[config.mk]
export PLATFORM = sky130hd
export DESIGN_NAME = ifid_hazard_ctrl
export DESIGN_NICKNAME = d
export VERILOG_FILES = /design/src/rtl/ifid_hazard_ctrl.sv
export SDC_FILE = /design/constraint.sdc
export NUM_CORES = 1
export LEC_CHECK = 0
export ABC_AREA = 0
export BUFFER_PORTS_ARGS = -buffer_cell sky130_fd_sc_hd__buf_4
export CAP_MARGIN = 10
export CORE_ASPECT_RATIO = 1.5
export CORE_MARGIN = 2
export CORE_UTILIZATION = 51
export CTS_BUF_LIST = sky130_fd_sc_hd__clkbuf_4 sky130_fd_sc_hd__clkbuf_8
export CTS_CLUSTER_SIZE = 12
export DETAILED_ROUTE_END_ITERATION = 8
export MAX_ROUTING_LAYER = met4
export PLACE_DENSITY = 0.85
export SETUP_SLACK_MARGIN = 0.02
export SYNTH_ARGS = -nofsm -noshare
export SYNTH_HDL_FRONTEND = slang
export SYNTH_SLANG_ARGS = --single-unit
[constraint.sdc]
create_clock -name clk -period 2.1 [get_ports clk]
set_input_delay 0.525 -clock clk [delete_from_list [all_inputs] [get_ports clk]]
set_output_delay 0.525 -clock clk [all_outputs]
set_load 0.01 [all_outputs]
[src/rtl/ifid_hazard_ctrl.sv]
// IF/ID hazard and sequencing control for the 5-stage LEGv8 pipeline:
// load-use stalls, taken-branch flushes, data-memory waits, halt, stall counter.
module ifid_hazard_ctrl #(
    parameter int MEM_LAT = 2,
    parameter int CNT_W   = 16
) (
    input  logic             clk,
    input  logic             reset,
    input  logic [4:0]       id_Rn,
    input  logic [4:0]       id_Rm,
    input  logic             id_uses_Rm,
    input  logic             id_valid,
    input  logic             id_halt,
    input  logic             ex_memRead,
    input  logic [4:0]       ex_Rd,
    input  logic             ex_brTaken,
    input  logic             mem_start,
    output logic             pc_we,
    output logic             ifid_we,
    output logic             ifid_flush,
    output logic             idex_bubble,
    output logic             pipe_freeze,
    output logic [1:0]       state,
    output logic [CNT_W-1:0] stall_cycles
);

    typedef enum logic [1:0] {
        RUN      = 2'b00,
        MEM_WAIT = 2'b01,
        HALT     = 2'b10,
        ILLEGAL  = 2'b11
    } state_e;

    localparam logic [3:0] WAIT_INIT = (MEM_LAT > 1) ? 4'(MEM_LAT - 2) : 4'd0;
    localparam logic [CNT_W-1:0] CNT_ONE = {{(CNT_W-1){1'b0}}, 1'b1};

    state_e           state_q, state_d;
    logic [3:0]       wait_q, wait_d;
    logic [CNT_W-1:0] cnt_q, cnt_d;
    logic             lu;

    // XZR reads are constant zero, so a load targeting X31 never creates a hazard.
    assign lu = ex_memRead && id_valid && (ex_Rd != 5'd31) &&
                ((ex_Rd == id_Rn) || (id_uses_Rm && (ex_Rd == id_Rm)));

    always_comb begin
        pc_we       = 1'b0;
        ifid_we     = 1'b0;
        ifid_flush  = 1'b0;
        idex_bubble = 1'b0;
        pipe_freeze = 1'b0;
        state_d     = state_q;
        wait_d      = wait_q;
        case (state_q)
            RUN: begin
                // A branch seen during a memory start stays in the frozen EX stage.
                if (mem_start && (MEM_LAT > 1)) begin
                    pipe_freeze = 1'b1;
                    state_d     = MEM_WAIT;
                    wait_d      = WAIT_INIT;
                end else if (ex_brTaken) begin
                    pc_we       = 1'b1;
                    ifid_we     = 1'b1;
                    ifid_flush  = 1'b1;
                    idex_bubble = 1'b1;
                end else if (lu) begin
                    idex_bubble = 1'b1;
                end else if (id_halt && id_valid) begin
                    state_d = HALT;
                end else begin
                    pc_we   = 1'b1;
                    ifid_we = 1'b1;
                end
            end
            MEM_WAIT: begin
                pipe_freeze = 1'b1;
                if (wait_q == 4'd0) state_d = RUN;
                else                wait_d  = wait_q - 4'd1;
            end
            HALT: begin
                ifid_flush  = 1'b1;
                idex_bubble = 1'b1;
            end
            default: begin
                ifid_flush  = 1'b1;
                idex_bubble = 1'b1;
                state_d     = RUN;
            end
        endcase
        if (reset) begin
            pc_we       = 1'b0;
            ifid_we     = 1'b0;
            ifid_flush  = 1'b1;
            idex_bubble = 1'b1;
            pipe_freeze = 1'b0;
        end
    end

    always_comb begin
        cnt_d = cnt_q;
        if (!pc_we && (cnt_q != {CNT_W{1'b1}})) cnt_d = cnt_q + CNT_ONE;
    end

    always_ff @(posedge clk) begin
        if (reset) begin
            state_q <= RUN;
            wait_q  <= 4'd0;
            cnt_q   <= '0;
        end else begin
            state_q <= state_d;
            wait_q  <= wait_d;
            cnt_q   <= cnt_d;
        end
    end

    assign state        = state_q;
    assign stall_cycles = cnt_q;

endmodule
==> flow_summary.ini <==
[synth]
synthesis.nets = 184
yosysUniqueCellTypes = 41
synth_xor_area_share_pct = 9.76
postSynth.topFlopCell = sky130_fd_sc_hd__dfxtp_1
synth_compound_area_share_pct = 18.5
ys_ff_latch = 22
synth.mux.area_fraction_pct = 0.743
netlist_top_cells_count = sky130_fd_sc_hd__dfxtp_1, sky130_fd_sc_hd__nor2_1, sky130_fd_sc_hd__xnor2_1
syn-mean-instance-area_um2 = 8.47
synth_most_common_cell = sky130_fd_sc_hd__dfxtp_1
number_of_synthesis_warnings = 0
yosysTopAreaCellShare_pct = 32.7
post_synth_instance_area_um2 = 1350
yosys.area_share.adder_pct = 1.86
synth.yosys.seq_area_share_pct = 32.7
postSynth.asyncResetShare_pct = 0
syn-instance-count = 159
synth_largest_area_cell = sky130_fd_sc_hd__dfxtp_1
netlist_top_cells_area = sky130_fd_sc_hd__dfxtp_1, sky130_fd_sc_hd__xnor2_1, sky130_fd_sc_hd__o31ai_1, sky130_fd_sc_hd__or4_1, sky130_fd_sc_hd__a21oi_1
main_combinational_cell_family_by_area_after_synthesis = simple AND/OR/NAND/NOR gates
synth_edf_count = 0
post_synth_and_or_nand_nor_area_fraction_pct = 29.3

[floorplanning]
core_area_um2 = 2480
die-width_um = 46.0
floorplan.initialDensity_pct = 54.3
ios = 46
die_height_um = 66.9
fp.dieArea_um2 = 3080
rows = 22

[setup_path]
crit_path_top_delay_cell = sky130_fd_sc_hd__o41ai_2
timing.critical_path.arrival_ps = 1710
worstSetupStartpointType = input pin
ff_to_ff_path_depth = 8
worst-path-buf-inv = 2
critical_path_capture_point = idex_bubble
reg2reg_setup_slack_ps = 40
critical_path_cell_list = buf_8, xnor2_2, nand2_1, o22ai_2, nor2b_4, nor2_1, o41ai_2, buf_4
worst_path_dominant_cell_family = compound AO/OA/AOI/OAI gates
reg2reg_from = stall_cycles[0]
critPathLaunch = ex_Rd[3]
path_depth = 8
path_class = input pin to primary output
crit_path_max_fanout = 3
cp.required_ps = 1570
reg2reg_to = stall_cycles[15]
end_kind = primary output
critPathMaxStageDelay_ps = 210

[layout]
syn_to_final_growth_pct = 43.3
antenna_cells = 0
layout_nets = 238
final_cell_count_no_fill = 236
post_route_cells_drive_above_1_share_pct = 42.9

[route]
finalWirelength_um = 3790
detailed_routing_iteration_count_for_the_pre_antenna_repair_pass = 4
wire_length_per_cell_after_detailed_routing_um = 16.0
post-route-drc-count = 0
detailedRoute.firstIterationViolations = 43
vias_per_cell = 5.93
postRouteAntennaNets = 0
route.vias.total = 1399

[hold_path]
hold_path.class = input pin to flop

[sta]
tightestPinTransition_ps = 356
finalWorstPathRequiredPeriod_ps = 2240
final.setup.worst_slack_ps = -138
final.period_utilization_pct = 107
report.final.setup_viol = 3
hold_violations = 0
timing.slew.headroom_pct = 76.0
setup-tns-final_ps = -229
final.setup_skew_ps = 1.70
final_max_slew_viol_count = 0
grt_setup_unrepaired = true
fmax_mhz = 447

[cts]
later_pin_clock_latency_in_the_skew_report_ps = 310
max-clock-path-buffers = 2
tritoncts_num_sinks = 22
cts_inserted_buffers = 3
cts-htree-levels = 1
clk_pin_slew_worst_paths_ps = 120
tritoncts = built
cts-root-buf = sky130_fd_sc_hd__clkbuf_4

[pwr]
power_leakage_nw = 0.793
p_per_area_nw_per_um2 = 562
power.ir.vdd_worst_uv = 502

[run_status]
status = finished, violations left
violations = setup timing

[grt]
initial_antenna_violation_count = 0
grt_pass1_vias = 1403
grt_use_total_pct = 26.5
grt_first_pass_wirelength_um = 5850
grt-ovfl-total = 0
grt_max_degree = 26

[place]
post-place-cells = 230
numPortBuffers = 45
finalWeightedCongestion = 0.766
place_hpwl_um = 2750

[job]
cap_viol_max_count = 0
[per-layer routing]
metal	routed length, um	vias up	global-route usage [%]
met4	53	0	11.1
met2	2110	52	49.8
met3	200	6	2.98
met1	1420	649	25.6
met5	0	-	-
li1	-	692	-
[worst min-delay path by stage]
stage                           startpoint          endpoint  slack [ps]  depth (start not counted)
after global routing             mem_start         wait_q[2]         440                          2
final                            mem_start         wait_q[2]         450                          2
after floorplan                  wait_q[1]         wait_q[1]         500                          2
after detailed placement   stall_cycles[4]   stall_cycles[4]         520                          2
after CTS                        mem_start         wait_q[2]         440                          2
after global placement    stall_cycles[15]  stall_cycles[15]         490                          2
[cells in the final DEF (no fill, tap or decap), drive strengths merged]
master  count
a211o       1
nor3        6
and3        3
o21ai       3
a21boi      2
o41ai       1
a21oi      16
nor4        3
bufinv      1
inv         6
mux2i       1
o211ai      1
or3         4
nor2       16
o22ai       1
nand2b      1
o31ai       9
clkbuf      3
or4         9
a211oi      2
xnor2      15
nand3       8
nor4b       1
and2        2
dfxtp      22
ha          2
buf        56
nand4       5
nor2b       1
o21a        1
nand2      10
[cells by family (layout without fill, tap and decap cells)]
kind of cell	count (synthesis)	count (layout)
AO/OA/AOI/OAI	37	37
XOR/XNOR	15	15
adder cells (fa/ha/maj)	2	2
buffers and inverters	14	66
flip-flops	22	22
multiplexers	1	1
AND/OR/NAND/NOR	68	69
[worst reg2reg max path, cell delays in order, from the launching register on]
cell                      delay, ps
sky130_fd_sc_hd__dfxtp_2        370
sky130_fd_sc_hd__ha_1           220
sky130_fd_sc_hd__nand4_1        140
sky130_fd_sc_hd__nor4_4          60
sky130_fd_sc_hd__nor3_1         180
sky130_fd_sc_hd__nand2_2        100
sky130_fd_sc_hd__and2_2         260
sky130_fd_sc_hd__or4_1          490
sky130_fd_sc_hd__a21oi_1        180
[report_power, final]
group | internal (mW) | switching, mW | total [mW]
logic | 0.157 | 0.135 | 0.292
clock network | 0.193 | 0.135 | 0.328
registers | 0.441 | 0.0238 | 0.465
total | 0.791 | 0.294 | 1.09
[registers in the layout, summed over array words and instances (netlist names)]
name / count
stall_cycles: 16
wait_q: 4
state: 2
[what timing repair did]
action                     in CTS  in global routing
hold buffers                    0                  0
buffers inserted                1                  0
gates cloned                    0                  1
setup endpoints to repair       3                 15
resized for setup              20                 10
pin swaps                       4                  3
[metrics by stage]
step	area (um2)	hold slack (ps)	setup WS [ps]	utilization (%)	power, mW
floorplan	1350	502	64.2	-	0.627
global placement	1720	488	-143	69.5	0.713
detailed placement	1720	517	-247	69.5	0.730
CTS	1890	437	-124	76.2	1.07
global route	1930	437	-203	77.9	1.14
finish	1930	445	-138	77.9	1.09
[layout make-up]
type,instances,area [um2]
Clock buffer,3,22.5
Sequential cell,22,448
Inverter,6,22.5
Clock inverter,1,30.0
Timing Repair Buffer,56,462
Multi-Input combinational cell,124,915
Tap cell,24,30.0
Fill cell,182,548
Power figures use the tool's default switching activity.
